===== config.mk =====
export PLATFORM = sky130hd
export DESIGN_NAME = ultra_meas_ctrl
export DESIGN_NICKNAME = d
export VERILOG_FILES = /design/src/rtl/ultra_meas_ctrl.sv
export SDC_FILE = /design/constraint.sdc
export NUM_CORES = 1
export LEC_CHECK = 0
export ABC_AREA = 1
export BUFFER_PORTS_ARGS = -buffer_cell sky130_fd_sc_hd__buf_4
export CAP_MARGIN = 25
export CORE_UTILIZATION = 55
export CTS_BUF_LIST = sky130_fd_sc_hd__clkbuf_2 sky130_fd_sc_hd__clkbuf_4 sky130_fd_sc_hd__clkbuf_8
export DETAILED_ROUTE_END_ITERATION = 7
export PLACE_DENSITY_LB_ADDON = 0.25
export SYNTH_ARGS = -nofsm -noshare
export SYNTH_HDL_FRONTEND = slang
export SYNTH_SLANG_ARGS = --single-unit

===== constraint.sdc =====
create_clock -name clk -period 3.05 [get_ports clk]
set_clock_uncertainty 0.05 [all_clocks]
set_input_delay 0.61 -clock clk [delete_from_list [all_inputs] [get_ports clk]]
set_output_delay 0.61 -clock clk [all_outputs]
set_load 0.01 [all_outputs]

===== src/rtl/ultra_meas_ctrl.sv =====
// ----------------------------------------------------------------------------
// ultra_meas_ctrl
//
// Measurement sequencer for an HC-SR04-style ultrasonic ranger. The block
// issues one trigger pulse and waits for the echo to rise. It then times the
// echo high width in whole centimetres. After each attempt it holds off
// before the next trigger, which gives the sensor time to settle. Results go
// to the display/BCD stage as a binary distance and a status code.
//
// Ports
//   clk      in   system clock (27 MHz)
//   rst      in   asynchronous active-high reset
//   start    in   one-shot request, honoured in IDLE only
//   cont_en  in   continuous mode: IDLE re-triggers automatically while high
//   abort    in   synchronous abort of the sequence in progress
//   echo     in   raw sensor echo pin (asynchronous to clk)
//   trig     out  registered sensor trigger
//   busy     out  high in every state except IDLE
//   done     out  one-cycle pulse at the end of every measurement attempt
//   err      out  status captured with done: 00 OK, 01 NO_ECHO, 10 OVER_RANGE
//   dist_cm  out  last distance in cm, held until the next update
// ----------------------------------------------------------------------------
module ultra_meas_ctrl #(
    parameter int TRIG_CYC    = 270,
    parameter int CM_CYCLES   = 1566,
    parameter int RISE_TO     = 810000,
    parameter int MAX_CM      = 400,
    parameter int HOLDOFF_CYC = 1620000,
    parameter int DW          = 10
) (
    input  logic          clk,
    input  logic          rst,
    input  logic          start,
    input  logic          cont_en,
    input  logic          abort,
    input  logic          echo,
    output logic          trig,
    output logic          busy,
    output logic          done,
    output logic [1:0]    err,
    output logic [DW-1:0] dist_cm
);

    // One state timer is shared by TRIG, WAIT_RISE and HOLDOFF, because only
    // one of these states is active at a time. It is sized for the longest
    // count among the three.
    localparam int TMR_MAX = (TRIG_CYC > RISE_TO)
                           ? ((TRIG_CYC > HOLDOFF_CYC) ? TRIG_CYC : HOLDOFF_CYC)
                           : ((RISE_TO  > HOLDOFF_CYC) ? RISE_TO  : HOLDOFF_CYC);
    localparam int TW = (TMR_MAX   > 1) ? $clog2(TMR_MAX)   : 1;
    localparam int PW = (CM_CYCLES > 1) ? $clog2(CM_CYCLES) : 1;
    localparam int CW = $clog2(MAX_CM + 1);

    typedef enum logic [2:0] {
        S_IDLE,
        S_TRIG,
        S_WAIT_RISE,
        S_MEASURE,
        S_HOLDOFF
    } state_e;

    typedef enum logic [1:0] {
        ST_OK       = 2'b00,
        ST_NO_ECHO  = 2'b01,
        ST_OVER     = 2'b10
    } status_e;

    state_e          state_q, state_d;
    logic [TW-1:0]   tmr_q,   tmr_d;
    logic [PW-1:0]   pre_q,   pre_d;
    logic [CW-1:0]   cm_q,    cm_d;
    logic            trig_q,  trig_d;
    logic            done_q,  done_d;
    status_e         err_q,   err_d;
    logic [DW-1:0]   dist_q,  dist_d;

    logic            echo_meta_q, echo_s_q, echo_d_q;
    logic            fall_q,      fall_d;
    logic            echo_rise;
    logic            pre_wrap;

    // Echo path. The rise edge is used directly from the edge detector. The
    // fall edge goes through one more register. This makes the number of
    // prescaler ticks in MEASURE equal to the echo high width. It also gives
    // a fixed 4-cycle delay from echo fall to done: 2 sync, 1 edge, 1 output.
    assign echo_rise = echo_s_q & ~echo_d_q;
    assign fall_d    = ~echo_s_q & echo_d_q;
    assign pre_wrap  = (pre_q == PW'(CM_CYCLES - 1));

    // NOTE: every signal written here gets a default first, so no path can
    // leave a value unassigned and infer a latch.
    always_comb begin
        state_d = state_q;
        tmr_d   = tmr_q;
        pre_d   = pre_q;
        cm_d    = cm_q;
        trig_d  = 1'b0;
        done_d  = 1'b0;
        err_d   = err_q;
        dist_d  = dist_q;

        if (abort && (state_q != S_IDLE)) begin
            // Drop the attempt silently: no done pulse, and the previous
            // result stays visible.
            state_d = S_IDLE;
        end else begin
            case (state_q)
                S_IDLE: begin
                    // abort blocks only the automatic re-trigger, so a
                    // held abort cannot fire the sensor.
                    if (start || (cont_en && !abort)) begin
                        state_d = S_TRIG;
                        tmr_d   = '0;
                        trig_d  = 1'b1;
                    end
                end

                S_TRIG: begin
                    if (tmr_q == TW'(TRIG_CYC - 1)) begin
                        state_d = S_WAIT_RISE;
                        tmr_d   = '0;
                    end else begin
                        tmr_d  = tmr_q + 1'b1;
                        trig_d = 1'b1;
                    end
                end

                S_WAIT_RISE: begin
                    // A real edge is required, so an echo still high from
                    // the previous shot cannot start a measurement.
                    if (echo_rise) begin
                        state_d = S_MEASURE;
                        pre_d   = '0;
                        cm_d    = '0;
                    end else if (tmr_q == TW'(RISE_TO - 1)) begin
                        state_d = S_HOLDOFF;
                        tmr_d   = '0;
                        done_d  = 1'b1;
                        err_d   = ST_NO_ECHO;
                    end else begin
                        tmr_d = tmr_q + 1'b1;
                    end
                end

                S_MEASURE: begin
                    // The fall edge is checked first. When the fall coincides
                    // with the wrap into over-range, the result is
                    // OK at MAX_CM.
                    if (fall_q) begin
                        state_d = S_HOLDOFF;
                        tmr_d   = '0;
                        done_d  = 1'b1;
                        err_d   = ST_OK;
                        dist_d  = DW'(cm_q);
                    end else if (pre_wrap) begin
                        pre_d = '0;
                        if (cm_q == CW'(MAX_CM)) begin
                            state_d = S_HOLDOFF;
                            tmr_d   = '0;
                            done_d  = 1'b1;
                            err_d   = ST_OVER;
                            dist_d  = DW'(MAX_CM);
                        end else begin
                            cm_d = cm_q + 1'b1;
                        end
                    end else begin
                        pre_d = pre_q + 1'b1;
                    end
                end

                S_HOLDOFF: begin
                    if (tmr_q == TW'(HOLDOFF_CYC - 1)) begin
                        state_d = S_IDLE;
                    end else begin
                        tmr_d = tmr_q + 1'b1;
                    end
                end

                default: state_d = S_IDLE;
            endcase
        end
    end

    // NOTE: sequential state uses non-blocking assignments. All flops then
    // update together from values sampled before the clock edge.
    always_ff @(posedge clk or posedge rst) begin
        if (rst) begin
            echo_meta_q <= 1'b0;
            echo_s_q    <= 1'b0;
            echo_d_q    <= 1'b0;
            fall_q      <= 1'b0;
            state_q     <= S_IDLE;
            tmr_q       <= '0;
            pre_q       <= '0;
            cm_q        <= '0;
            trig_q      <= 1'b0;
            done_q      <= 1'b0;
            err_q       <= ST_OK;
            dist_q      <= '0;
        end else begin
            echo_meta_q <= echo;
            echo_s_q    <= echo_meta_q;
            echo_d_q    <= echo_s_q;
            fall_q      <= fall_d;
            state_q     <= state_d;
            tmr_q       <= tmr_d;
            pre_q       <= pre_d;
            cm_q        <= cm_d;
            trig_q      <= trig_d;
            done_q      <= done_d;
            err_q       <= err_d;
            dist_q      <= dist_d;
        end
    end

    assign trig    = trig_q;
    assign busy    = (state_q != S_IDLE);
    assign done    = done_q;
    assign err     = err_q;
    assign dist_cm = dist_q;

endmodule


# Word level (Yosys, flattened, before mapping)
# Cells that the tools add are included.
# classes
reduce_logical	16
n_mux	48
bitwise	5
n_addsub	3
n_eq_ne	25
# op_table
op	count
$mux 21	8
$pmux 21 s5	1
$mux 9	4
$mux 11	3
$mux 10	3
$mux 3	9
$pmux 11 s2	1
$add 21x1->21 const B	1
$eq 21x20->1 const B	1
$eq 21x21->1 const B	1
$eq 21x9->1 const B	1
$pmux 9 s2	1
$reduce_and 6->1	3
$ne 2x2->1 const B	8
$ne 3x3->1 const B	5
$pmux 3 s5	1
$ne 4x4->1 const B	3
$add 11x1->11 const B	1
$eq 11x11->1 const B	1
$mux 2	5
$add 9x1->9 const B	1
$eq 9x9->1 const B	1
$mux 1	9
$reduce_and 4->1	2
other kinds (15)	23
# totals
wordCells	109
register_bits	62
out_inout_bits	15

# Logic depth before layout (Yosys ltp)
# Gate-level depths: netlist of the first run.
# depth
word_depth	6
mapped_depth	12
mapped_depth_nobuf	12

# Least setup slack after synthesis of the first run
# Ideal clock, no wire load.
# synth_timing
path_type	register -> register
start	register tmr_q[0]
end	register tmr_q[10]
slack_ps	1374
synth_period_minus_slack_ps	1676
arrival_time_ps	1561
path_stages_with_launch	13
setup_ps	65
t_required_ps	2935
cell_sequence	dfrtp_1 -> ha_1 -> nand2_1 -> nor2_2 -> inv_1 -> nor2_1 -> nand3_1 -> nand2_2 -> nand2_1 -> nand2_2 -> buf_6 -> nand2_1 -> nand2_1
# synth_via
elab_chain_cells	4
# synth_lines
item	line_no	text
from (decl)	69	logic [TW-1:0] tmr_q, tmr_d;
from (signal assigned)	206	tmr_q <= tmr_d;
$add 21x1->21 / $eq 21x20->1 (equally long branches)	n/a	
$mux 21	135	end else if (tmr_q == TW'(RISE_TO - 1)) begin
$mux 21	131	if (echo_rise) begin
$pmux 21 s5	107	case (state_q)
# Several ways; a longest one is shown, not always the timed one. The select of a mux whose other input is x is not followed.
# A chain may end at the register's enable or synchronous reset.

# Final worst setup path of the first run
# layout_timing
start	register tmr_q[0]
end	register tmr_q[18]
# Same word-level chain as after synthesis.

==> results of run 1 <==
[final cells by class]
class	count	area, µm²	area share, %
Timing Repair Buffer	21	157.7	3.575
Sequential cell	61	1526	34.62
Multi-Input combinational cell	434	2072	46.99
Clock inverter	7	146.4	3.320
Inverter	70	262.8	5.959
Clock buffer	9	123.9	2.809
Tap cell	96	120.1	2.724
[power groups by stage]
stage / logic, mW / clock network (mW) / registers, mW
floorplan: 0.753 / 0 / 1.07
global route: 1.15 / 1.02 / 1.09
finish: 1.02 / 0.989 / 1.07
detailed placement: 1.00 / 0 / 1.08
CTS: 1.01 / 0.998 / 1.07
global placement: 0.964 / 0 / 1.07
[critical path: stages, from the launching register on]
cell and delay [ns]:
dfrtp_1 0.43, ha_1 0.28, nand3_1 0.21, nor2_1 0.15, nand3_1 0.11, nand2_1 0.07, nand3_1 0.43, nand3_1 0.26
nand2_1 0.07
[cells in the final DEF, fill, tap and decap left out, types with 2 or more instances in the layout]
master	n
a31oi_1	3
nand3b_1	4
inv_1	60
nand3_1	64
nor3_1	9
bufinv_16	4
nand2_1	181
xor2_1	15
nand2_2	4
clkbuf_8	9
ha_1	6
nor2_4	2
or2_2	5
nor2_1	73
nand3_2	3
nor3b_1	3
a21oi_1	5
clkinv_4	2
o21ai_0	16
nor2_2	3
inv_2	9
buf_4	21
a22oi_1	2
o21ai_1	16
nand4_1	11
dfrtp_1	61
[layer usage]
layer	routed length, µm	part of all wire [%]
met1	4408	46
met2	4316	45
met3	766	7.9
met4	167	1.7
met5	0	0
[cells by family (layout without fill, tap and decap cells)]
family | count (synthesis) | in the layout | share of synthesized area, %
buffers and inverters | 87 | 107 | 9.188
AO/OA/AOI/OAI | 48 | 48 | 7.010
AND/OR/NAND/NOR | 364 | 364 | 39.97
adder cells (fa/ha/maj) | 6 | 6 | 1.894
other | 1 | 1 | 0.09464
flip-flops | 61 | 61 | 38.52
XOR/XNOR | 15 | 15 | 3.316
[sequential cells by signal, indices dropped and copies added (netlist names)]
| signal | count |
|---|---|
| err | 2 |
| dist_cm | 9 |
| tmr_q | 21 |
| cm_q | 9 |
| trig | 1 |
| echo_meta_q | 1 |
| echo_d_q | 1 |
| done | 1 |
| pre_q | 11 |
| fall_q | 1 |
| echo_s_q | 1 |
| state_q | 3 |
[worst min-delay path by stage]
stage,to,slack [ns],from
3_3_place_gp,echo_s_q,0.29,echo_meta_q
4_1_cts,cm_q[2],0.30,rst
5_1_grt,echo_meta_q,0.29,echo
3_5_place_dp,echo_s_q,0.29,echo_meta_q
2_1_floorplan,echo_s_q,0.28,echo_meta_q
6_report,tmr_q[5],0.30,rst
==> flow_summary.yaml, run 1 <==
status:
  outcome: "complete, no violations"
global_route:
  met1_usage_pct: 38.77
  antenna_found_initial: 0
  overflow: 0
  busiest_layer: "met2"
  grtUsageMet2_pct: 41.59
  grt_pass1_wl_um: 16330
  grt.met3_usage_pct: 6.919
  grt_max_degree: 31
  grtUsageTotal_pct: 27.75
  first_global_vias: 3606
timing:
  setup_viol: 0
  hold_viol_final: 0
  period_needed_ns: 2.191
  finalSetupTns_ns: 0
  clock.fmax_ghz: 0.4564
  setup_ws_ns: 0.8587
  rsz0062_at_grt: "false"
  finalCritPeriodShare_pct: 71.84
  tightestPinTransition_ns: 0.7049
  holdWs_ns: 0.3034
  final-max-slew-violation-count: 0
  max_slew_margin_pct: 52.90
placement:
  placed_cell_area_mm2: 0.004139
  dp_hpwl_um: 6837
  dp_cells: 682
  place_congestion: 0.9237
  portBuffers: 19
  dpl_worst_slack_ns: 0.6480
drt:
  routedWlPerCell_um: 13.84
  drt_pass1_iterations: 5
  drc: 0
  drtIter0Drc: 312
  ant_nets: 0
  vias: 3884
  via_per_inst: 5.564
  wirelength_um: 9659
critical_path:
  r2r-end: "tmr_q[18]"
  path_max_fanout: 12
  cp.arrival_ns: 2.38
  cp-end-kind: "register"
  endpoint: "tmr_q[18]"
  critical_path_class: "register to register"
  r2r-start: "tmr_q[0]"
  cp-startpoint: "tmr_q[0]"
  critPathLaunchType: "register"
  r2r_setup_slack_ns: 0.86
  reg2regPathDepth: 8
  required_ns: 3.23
synthesis:
  syn-instance-count: 582
  yosys_warnings: 0
  ys_types: 38
  syn-cell-area_mm2: 0.003963
  syn_nets: 594
  synth_largest_area_cell: "dfrtp_1"
  syn_avg_cell_area_um2: 6.809
  synth_area_leaders: "dfrtp_1 (39%), nand2_1 (17%), nand3_1 (8.1%)"
  synth-edff-count: 0
  synth_common_cells: "nand2_1 (181), nor2_1 (73), nand3_1 (64)"
  async_reset_ff_share_pct: 100.0
  seq_area_frac_synth_pct: 38.52
  ys_ff_latch: 61
  yosysMostFrequentCell: "nand2_1"
  synthFlopType: "dfrtp_1"
  synth_top_area_share_pct: 38.52
die:
  start_util_pct: 57.69
  die-area_mm2: 0.007548
  pin_count: 21
  die_y_um: 86.88
  die_w_um: 86.88
  rows: 30
  core_mm2: 0.006869
job:
  maxCapViolCount: 0
pwr:
  seqPwrFrac_pct: 34.8
  switching_power_mw: 1.214
  p_total_mw: 3.083
  internal_power_mw: 1.869
  p_clk_share_pct: 32.1
  ir_drop_mv: 0.3453
  pwr_density_cell_mw_per_mm2: 699.2
  power_leakage_nw: 2.167
  swShare_pct: 39.39
  p_comb_share_pct: 33.1
cts:
  cts_tree: "yes"
  holdBufCountCts: 0
  cts-root-buf: "clkbuf_8"
  post-cts-setup-buffer-count: 0
  clock_sinks: 61
  htree_levels: 3
  insertion_delay_ns: 0.35
  cts_resized: 0
  clk_pin_slew_worst_paths_ns: 0.08
  clockBufferDepth: 2
  numCtsBuffers: 9
cells_and_area:
  fin_area_mm2: 0.004409
  antenna_cells: 0
  syn2layout_area_growth_pct: 11.27
  fillers: 623
  layout.nets: 609
  fin_util_pct: 64.19
  fin_cells: 698
  drive_gt1_share_pct: 11.13
min_path:
  hp-class: "input pin to asynchronous set/reset pin"
Note: power is estimated with default switching activity, not from simulation.
==> inputs of run 2 (changes only) <==
ABC_AREA = 0   (was 1)
clock period = 1.95 ns   (was 3.05 ns; I/O delays follow)
==> run 2 against run 1 <==
Against the previous run:
- the run now ends with setup timing left
- synthesized area decreased by 13%
- via count shrank 3.5%
- register-to-register slack got worse by 1.4 ns
- core utilization rose by 23 points
- highest routed layer unchanged
==> flow_summary.yaml, run 2 <==
status:
  outcome: "finished, violations left"
  violations: "setup timing"
synthesis:
  synthFlopType: "dfrtp_1"
  async_reset_ff_share_pct: 100.0
  synth-edff-count: 0
  syn-instance-count: 367
  synth_area_leaders: "dfrtp_1 (44%), nand2_1 (4.6%), nand3_1 (3.6%)"
  synth_common_cells: "dfrtp_1 (61), nand2_1 (42), nor2_1 (26)"
  syn-cell-area_mm2: 0.003465
  synth_top_area_share_pct: 44.06
  syn_avg_cell_area_um2: 9.440
  ys_types: 64
  ys_ff_latch: 61
  seq_area_frac_synth_pct: 44.06
  yosys_warnings: 0
  syn_nets: 379
  yosysMostFrequentCell: "dfrtp_1"
  synth_largest_area_cell: "dfrtp_1"
cts:
  numCtsBuffers: 9
  cts-root-buf: "clkbuf_8"
  clockBufferDepth: 2
  clock_sinks: 61
  insertion_delay_ns: 0.36
  clk_pin_slew_worst_paths_ns: 0.08
  htree_levels: 3
  cts_tree: "yes"
critical_path:
  path_cells: "or3_4 > nor3_2 > nand2_1 > a221o_2 > nand2b_4 > o31ai_1"
  critical_path_class: "register to register"
  r2r-end: "tmr_q[16]"
  r2r-start: "pre_q[5]"
  cp_slowest_stage_delay_ns: 0.48
  reg2regPathDepth: 6
  r2r_setup_slack_ns: -0.51
  cp.arrival_ns: 2.65
  critPathLaunchType: "register"
  cp_slowest_cell: "a221o_2"
  required_ns: 2.14
  path_max_fanout: 10
  cp-end-kind: "register"
die:
  core_mm2: 0.005991
  die_w_um: 81.37
  start_util_pct: 57.83
  die_y_um: 81.37
  pin_count: 21
  die-area_mm2: 0.006620
  rows: 28
drt:
  via_per_inst: 6.353
  drc: 0
  routedWlPerCell_um: 20.62
  vias: 3748
  ant_nets: 0
  wirelength_um: 12170
  drt_pass1_iterations: 5
  drtIter0Drc: 355
global_route:
  grt_max_degree: 62
  overflow: 0
  antenna_found_initial: 0
  grtUsageTotal_pct: 35.05
  first_global_vias: 3659
  grt_pass1_wl_um: 17110
cells_and_area:
  final_common_cell: "buf_4"
  syn2layout_area_growth_pct: 51.46
  antenna_cells: 0
  fin_cells: 590
  fin_area_mm2: 0.005248
  reg_top3: "tmr_q x21, pre_q x11"
  drive_gt1_share_pct: 46.41
  layout_common_cells: "buf_4 (122), dfrtp_1 (61), nand2_1 (40)"
  largest-register: "tmr_q"
  layout.nets: 522
  largest_register_ffs: 21
  fin_util_pct: 87.59
job:
  maxCapViolCount: 0
placement:
  place_congestion: 0.8483
  dpl_worst_slack_ns: -0.4146
  dp_hpwl_um: 6231
  dp_cells: 543
  placed_cell_area_mm2: 0.004394
  portBuffers: 19
timing:
  hold_viol_final: 0
  setup_ws_ns: -0.5113
  setup_viol: 46
  finalCritPeriodShare_pct: 126.2
  period_needed_ns: 2.461
  rsz0062_at_grt: "true"
  tightestPinTransition_ns: 0.5983
  clock.fmax_ghz: 0.4063
  max_slew_margin_pct: 60.02
  final-max-slew-violation-count: 0
pwr:
  p_clk_share_pct: 22.8
  switching_power_mw: 2.046
  swShare_pct: 38.92
  power_leakage_nw: 2.325
  seqPwrFrac_pct: 30.0
  p_comb_share_pct: 47.2
  ir_drop_mv: 1.212
  pwr_density_cell_mw_per_mm2: 1002
  internal_power_mw: 3.211
min_path:
  hp-class: "input pin to asynchronous set/reset pin"
==> run 2: cell count changes in the layout (fill, tap and decap cells not counted), sizes merged, moves of 8 or more <==
cell,delta
nand2,-143
buf,+124
nor2,-52
inv,-50
nand3,-42
o31ai,+14
a2bb2oi,+10
nor4,+10
xor2,-9
nand2b,+8
==> run 2: final cells by class <==
cell class / count / area [µm²]
flip-flops and latches: 61 / 1526
repair buffers: 145 / 1184
clock inverters: 7 / 75.07
well taps: 75 / 93.84
clock buffers: 9 / 123.9
multi-input cells: 273 / 2166
inverters: 20 / 78.83
fillers: 283 / 743.2
==> run 2: stage by stage <==
stage | total power, mW | TNS, ns | hold slack [ns]
CTS | 4.830 | -7.397 | 0.07351
global placement | 3.330 | -7.852 | 0.2890
global route | 5.448 | -18.28 | 0.06757
finish | 5.257 | -12.72 | 0.05129
detailed placement | 3.393 | -10.66 | 0.2888
floorplan | 2.716 | -5.995 | 0.2812
==> run 2: cell families after synthesis <==
| kind of cell | Yosys count | share of synthesized area, % |
|---|---|---|
| buffers and inverters | 36 | 5.309 |
| xor gates and xnor gates | 9 | 2.275 |
| AOI/OAI and AO/OA | 88 | 20.23 |
| other | 1 | 0.1082 |
| DFF | 61 | 44.06 |
| adders and majority gates | 6 | 2.167 |
| and+or+nand+nor | 166 | 25.86 |
==> run 2: repair_timing <==
action / 4_1_cts / 5_1_grt
buffers inserted: 18 / 10
pin swaps: 35 / 35
hold buffers: 0 / 0
gates resized for setup: 44 / 50
endpoints found under the setup margin: 38 / 51
gates cloned: 4 / 1
==> run 2: how the worst max path moves through the flow <==
stage,slack (ns),from,end
after floorplan,-0.32,tmr_q[0],tmr_q[18]
after global placement,-0.32,tmr_q[1],tmr_q[15]
after detailed placement,-0.41,tmr_q[1],tmr_q[20]
after CTS,-0.31,tmr_q[0],tmr_q[6]
after global routing,-0.63,cm_q[1],tmr_q[16]
final,-0.51,pre_q[5],tmr_q[16]
==> run 2: power by group through the flow <==
stage	clock, mW	combinational, mW	sequential, mW
after detailed placement	0	1.82	1.57
after global placement	0	1.77	1.56
after floorplan	0	1.08	1.63
final	1.20	2.48	1.58
after CTS	1.18	2.10	1.56
after global routing	1.26	2.60	1.58
==> run 2: worst max-delay path: cells and delay by family, from the launching register on <==
family	cells	cell delay, ns
flip-flops	1	0.38
AO/OA/AOI/OAI	2	0.85
AND/OR/NAND/NOR	4	1.05
==> run 2: per-layer routing <==
layer	wire [µm]	vias up	track usage (%)	share of wire [%]
li1	-	1637	-	-
met4	681	0	20.00	5.6
met3	850	68	9.326	7.0
met5	0	-	0	0
met1	4337	1840	38.32	36
met2	6298	203	60.83	52
